[src/rtl/if_id_pkg.sv]
// Shared types and constants for the fetch/decode decoupling queue.
package if_id_pkg;

  localparam int unsigned XLEN = 32;

  localparam logic [XLEN-1:0] NOP_INSTR = 32'h0000_0000;
  localparam logic [XLEN-1:0] PC_INC    = 32'd4;

  // One queued fetch result.
  typedef struct packed {
    logic [XLEN-1:0] pc;
    logic [XLEN-1:0] instr;
  } if_entry_t;

endpackage

[src/rtl/if_id_queue_mem.sv]
// DEPTH x if_entry_t register array: one clocked write port, one async read port.
// The array is never reset; validity is tracked by the queue controller.
module if_id_queue_mem
  import if_id_pkg::*;
#(
  parameter  int unsigned DEPTH = 2,
  localparam int unsigned AW    = $clog2(DEPTH)
) (
  input  logic            clk,
  input  logic            we,
  input  logic [AW-1:0]   waddr,
  input  if_entry_t       wdata,
  input  logic [AW-1:0]   raddr,
  output if_entry_t       rdata
);

  if_entry_t mem [DEPTH];

  // Write the tail entry on an accepted push.
  always_ff @(posedge clk) begin
    if (we) mem[waddr] <= wdata;
  end

  assign rdata = mem[raddr];

endmodule

[src/rtl/if_id_queue.sv]
// Decoupling queue between instruction fetch and decode. Holds {pc, instr}
// pairs in FIFO order behind a valid/ready handshake; flush drops everything.
module if_id_queue
  import if_id_pkg::*;
#(
  parameter  int unsigned     DEPTH     = 2,
  parameter  logic [XLEN-1:0] NOP_INSTR = if_id_pkg::NOP_INSTR,
  parameter  logic [XLEN-1:0] PC_INC    = if_id_pkg::PC_INC,
  localparam int unsigned     AW        = $clog2(DEPTH),
  localparam int unsigned     CW        = $clog2(DEPTH) + 1
) (
  input  logic            clk,
  input  logic            reset,
  input  logic            in_valid,
  input  logic [XLEN-1:0] in_instr,
  input  logic [XLEN-1:0] in_pc,
  output logic            in_ready,
  output logic            out_valid,
  output logic [XLEN-1:0] out_instr,
  output logic [XLEN-1:0] out_pc,
  output logic [XLEN-1:0] out_pc_plus4,
  input  logic            out_ready,
  input  logic            flush,
  output logic [CW-1:0]   occupancy
);

  localparam logic [CW-1:0] DEPTH_C = CW'(DEPTH);

  logic [AW-1:0] wr_ptr;
  logic [AW-1:0] rd_ptr;
  logic [CW-1:0] count;
  logic          push;
  logic          pop;
  if_entry_t     wr_entry;
  if_entry_t     head;

  // Status depends only on registered count, so out_ready never reaches in_ready.
  assign in_ready  = (count < DEPTH_C);
  assign out_valid = (count != '0);
  assign push      = in_valid & in_ready;
  assign pop       = out_valid & out_ready;
  assign occupancy = count;

  assign wr_entry.pc    = in_pc;
  assign wr_entry.instr = in_instr;

  if_id_queue_mem #(
    .DEPTH (DEPTH)
  ) u_mem (
    .clk   (clk),
    .we    (push & ~flush),
    .waddr (wr_ptr),
    .wdata (wr_entry),
    .raddr (rd_ptr),
    .rdata (head)
  );

  // Pointer and count update; flush overrides any same-cycle push or pop.
  always_ff @(posedge clk or negedge reset) begin
    if (!reset) begin
      wr_ptr <= '0;
      rd_ptr <= '0;
      count  <= '0;
    end else if (flush) begin
      wr_ptr <= '0;
      rd_ptr <= '0;
      count  <= '0;
    end else begin
      if (push) wr_ptr <= wr_ptr + 1'b1;
      if (pop)  rd_ptr <= rd_ptr + 1'b1;
      if (push && !pop)      count <= count + 1'b1;
      else if (pop && !push) count <= count - 1'b1;
    end
  end

  // Head presentation; gating on out_valid keeps stale or X storage off the outputs.
  always_comb begin
    out_instr = NOP_INSTR;
    out_pc    = '0;
    if (out_valid) begin
      out_instr = head.instr;
      out_pc    = head.pc;
    end
    out_pc_plus4 = out_pc + PC_INC;
  end

endmodule

[config.mk]
export PLATFORM = sky130hd
export DESIGN_NAME = if_id_queue
export DESIGN_NICKNAME = d
export VERILOG_FILES = /design/src/rtl/if_id_pkg.sv /design/src/rtl/if_id_queue_mem.sv /design/src/rtl/if_id_queue.sv
export SDC_FILE = /design/constraint.sdc
export NUM_CORES = 1
export LEC_CHECK = 0
export BUFFER_PORTS_ARGS = -buffer_cell sky130_fd_sc_hd__buf_2
export CAP_MARGIN = 40
export CORE_ASPECT_RATIO = 0.5
export CORE_UTILIZATION = 48
export DETAILED_ROUTE_END_ITERATION = 12
export HOLD_SLACK_MARGIN = 0.12
export PLACE_DENSITY = 0.83
export SYNTH_ARGS = -nofsm -noshare
export SYNTH_HDL_FRONTEND = slang
export SYNTH_HIERARCHICAL = 1
export SYNTH_SLANG_ARGS = --single-unit
[constraint.sdc]
create_clock -name clk -period 4.4 [get_ports clk]
set_input_delay 0.88 -clock clk [delete_from_list [all_inputs] [get_ports clk]]
set_output_delay 0.88 -clock clk [all_outputs]
set_load 0.03 [all_outputs]
* Yosys cells after proc, flatten, opt, wreduce, memory -nomap -nowiden
Memories as Yosys holds them, arrays and structs flattened. Cells that the tools add are included.
Storage, ports and cells: input bits 69, memories 1, output and inout bits 100, RAM bits 128, bits in registers 4
Memories:
- u_mem.mem | words 2, width 64, read ports 1, clocked after Yosys merged registers in 0, wr ports 1, line if_id_queue_mem.sv:17 | if_entry_t mem [DEPTH];
Operators by class: reductions and logical operators 8, add/subtract/negate cells 5, $lt $le $gt $ge 1, mux-type cells 11, bitwise operators 4
Operators with widths (number):
- $mux 32 | 2
- $add 32x3->32 const B | 1
- $mux 1 | 6
- $mux 2 | 3
- $reduce_bool 2->1 | 3
- $and 1x1->1 | 3
- $reduce_bool 3->1 | 1
- $add 1x1->1 const B | 2
- $add 2x1->2 const B | 1
- $logic_and 1x1->1 | 2
- $logic_not 1->1 | 2
- $lt 2x2->1 const B | 1
- $sub 2x1->2 const B | 1
- $not 1->1 | 1

* Logic depth before layout (Yosys ltp)
word-level depth 7, gate-level depth with buffers 11, depth with buffers taken out 8

* By module
The synthesis kept the hierarchy.
Modules (own cells, without submodules):
- if_id_queue_mem | instances 1, cells an instance 201, sequential area each 3843.7 µm², area an instance 4933.5 µm²
- if_id_queue | instances 1, cells an instance 196, sequential area each 100.1 µm², area an instance 1360.1 µm²

* Worst setup path after synthesis
OpenSTA, ideal clock, no wires.
path type input port to flip-flop, start point input in_valid, end point memory u_mem/mem[0][0] (netlist name), enable pin, cell stages on the path 3, path slack -0.024 ns, setup time 0.494 ns, data arrival time 3.930 ns, buffers on the path 0, path through nand2b_1 > nor2_1 > nor2b_1
On the way: cells in the longest elaborated chain, start to end 4
RTL lines:
- start: declaration | line if_id_queue.sv:14 | input logic in_valid,
- $and 1x1->1 | line if_id_queue.sv:40 | assign push = in_valid & in_ready;
- $and 1x1->1 | line if_id_queue.sv:51 | .we (push & ~flush),
- $mux 1 | line if_id_queue_mem.sv:21 | if (we) mem[waddr] <= wdata;
- $mux 1 (not written as such) | line if_id_queue_mem.sv:21
- end: declaration | line if_id_queue_mem.sv:17
No other way between the ends.

* Worst setup path in the final report
start point register count[0], in the netlist occupancy[0], end point output out_pc_plus4[26]
On the way: cells in the longest elaborated chain, start to end 3
RTL lines:
- start: declaration | line if_id_queue.sv:31 | logic [CW-1:0] count;
- start signal: assignment | line if_id_queue.sv:71 | if (push && !pop) count <= count + 1'b1;
- start signal: assignment | line if_id_queue.sv:72 | else if (pop && !push) count <= count - 1'b1;
- $reduce_bool 2->1 | line if_id_queue.sv:39 | assign out_valid = (count != '0);
- $mux 32 | line if_id_queue.sv:80 | if (out_valid) begin
- $add 32x3->32 | line if_id_queue.sv:84 | out_pc_plus4 = out_pc + PC_INC;
- end: declaration | line if_id_queue.sv:21 | output logic [XLEN-1:0] out_pc_plus4,
No other way between the ends.

==> flow_summary.json <==
{
  "die_area_mm2": 0.0136,
  "drt-wirelength-per-cell_um": 17.0,
  "final_hold_viol_count": 0,
  "core_area_mm2": 0.0127,
  "cp.arrival_ps": 3220,
  "cts_tree": "built",
  "ff_latch_area_mm2": 0.00395,
  "detail-route-antenna-nets": 0,
  "synthesis.area_mm2": 0.00629,
  "power_mw": 3.31,
  "synth_warnings": 6,
  "dpl.hpwl_um": 9050,
  "area_growth_pct": 23.7,
  "finalCriticalPeriod_ps": 4100,
  "worstSetupPathType": "reg2out",
  "ys_types": 43,
  "synth_area_leaders": "edfxtp_1, mux2_4, and2_1",
  "ff2ff_setup_slack_ps": 2150,
  "cts_sinks": 132,
  "ys_ff_latch": 132,
  "grt_antenna_before_repair": 0,
  "setup-violations-final": 0,
  "multiInputGateArea_mm2": 0.00213,
  "drv_slew": 0,
  "netlist.area_leader.share_pct": 61.1,
  "startpoint_type": "flip-flop",
  "clk_pin_slew_ps": 50,
  "root_buffer": "clkbuf_16",
  "vias_per_cell": 5.05,
  "relSlewSlack_pct": 56.7,
  "synth_area_per_cell_um2": 15.9,
  "worst_slew_pin_slew_ps": 648,
  "worstSetupEndpointType": "output port",
  "grt_overflow": 0,
  "fin_cells": 754,
  "p_leak_nw": 3.22,
  "max_cap_violations": 0,
  "grt_pass1_vias": 3820,
  "power.density_mw_per_mm2": 425,
  "fillers": 949,
  "grt_max_degree": 39,
  "nets": 641,
  "synthArstFlopShare_pct": 3.03,
  "run_status": "finished clean",
  "syn-num-nets": 467,
  "holdWs_ps": 276,
  "syn_inst": 397,
  "io_pins": 169,
  "max_freq_ghz": 0.244,
  "gp_congestion": 0.792,
  "ctsHoldBuffers": 0,
  "drtPass1Iterations": 6,
  "diodes": 0,
  "synth.most_common_cell": "edfxtp_1",
  "die_h_um": 83.0,
  "skew_ps": 8.16,
  "drive_above_1_share_pct": 48.1,
  "rows": 29,
  "synthTopCellsByCount": "edfxtp_1, and2_1, mux2_4, xnor2_1, nor2_1",
  "post_cts_buffers": 0,
  "globalRouteTotalUtil_pct": 19.3,
  "peakVddDrop_mv": 0.343,
  "grt_pass1_wl_um": 19500,
  "drtIter0Drc": 247,
  "wirelength_um": 12800,
  "cts_buffer_depth": 2,
  "htree_levels": 4,
  "initial_utilization_pct": 49.4,
  "ys.flop_type": "edfxtp_1",
  "crit_required_ps": 3520,
  "finalCritPeriodShare_pct": 93.2,
  "numCtsBuffers": 17,
  "io_buffer_count": 168,
  "ys_seq_area_share_pct": 62.7,
  "synth_top_cell_by_area": "edfxtp_1",
  "critPathMaxFanout": 29,
  "synth_edf_count": 128,
  "clock_latency_ps": 400,
  "dp.cells": 722,
  "hp-class": "in2async",
  "die_w_um": 164,
  "drc": 0,
  "vias": 3810
}
==> repair_timing <==
item	4_1_cts	5_1_grt
gates resized for setup	0	4
endpoints found under the setup margin	0	7
hold endpoints to repair	0	0
==> registers in the layout (all words and copies together) (netlist names) <==
| name | count |
|---|---|
| occupancy | 2 |
| rd_ptr | 1 |
| u_mem/mem | 128 |
| wr_ptr | 1 |
==> critical path: stages (launching register included) <==
cell,delay [ps]
dfrtp_1,630
nor2_4,150
inv_2,330
and2_1,240
ha_1,200
nand3_1,350
nor4_4,350
nand4_1,150
xnor2_1,180
buf_2,220
==> cell usage in the layout, fill, tap and decap left out, types with 2 or more instances in the layout <==
master / count
a21oi_1: 3
and2_1: 60
and2_2: 2
and3_1: 2
buf_2: 168
buf_4: 8
bufinv_16: 3
clkbuf_16: 17
clkinv_1: 4
clkinv_2: 6
dfrtp_1: 2
edfxtp_1: 128
inv_1: 6
mux2_2: 4
mux2_4: 60
nand2_1: 9
nand3_1: 13
nand4_1: 13
nor2_1: 13
nor2_4: 2
nor3_1: 3
nor3_4: 2
nor4_1: 4
xnor2_1: 23
xor2_1: 7
==> per-layer routing <==
| layer | vias up | wire length, um | track usage [%] |
|---|---|---|---|
| met5 | - | 0 | 0 |
| met4 | 0 | 155 | 6.90 |
| met3 | 13 | 775 | 5.29 |
| met2 | 119 | 6810 | 34.1 |
| met1 | 1865 | 5050 | 22.6 |
| li1 | 1813 | - | - |
==> path summary, 6_finish.rpt <==
path                                     to          from  cells after the start
max                        out_pc_plus4[26]  occupancy[0]                      9
max reg2reg                u_mem/mem[0][42]  occupancy[1]                      4
max in group asynchronous            rd_ptr         reset                      1
min                            occupancy[1]         reset                      1
min in group clk                     wr_ptr        wr_ptr                      2
min reg2reg                          wr_ptr        wr_ptr                      2
==> power breakdown <==
part / switching, mW / leakage [nW] / internal, mW
clock network: 0.478 / 0.283 / 0.875
registers: 0.0264 / 1.22 / 1.44
logic: 0.301 / 1.71 / 0.188
==> stage by stage <==
| step | util [%] | setup TNS, ps | worst slack (ps) | cell area, um2 |
|---|---|---|---|---|
| after global placement | 56.5 | 0 | 705 | 7190 |
| after global routing | 61.1 | -19.4 | -14.2 | 7790 |
| final | 61.1 | 0 | 298 | 7790 |
| after floorplan | - | 0 | 370 | 6300 |
| after detailed placement | 56.5 | 0 | 576 | 7200 |
| after CTS | 61.0 | 0 | 77.8 | 7770 |
==> cell families after synthesis <==
| kind of cell | synth area share [%] |
|---|---|
| simple gates | 12.8 |
| compound gates | 1.19 |
| flops | 62.7 |
| fa+ha+maj | 0.199 |
| xor+xnor | 4.17 |
| mux | 15.0 |
| buf+inv | 3.94 |
==> final cells by class <==
class / instances / share of cell area [%]
multi-input cells: 237 / 27.3
clock inverters: 14 / 1.83
repair buffers: 176 / 11.6
flip-flops and latches: 132 / 50.7
clock buffers: 18 / 5.51
well taps: 170 / 2.73
inverters: 7 / 0.337
No activity file was read; power rests on OpenSTA's default activity.
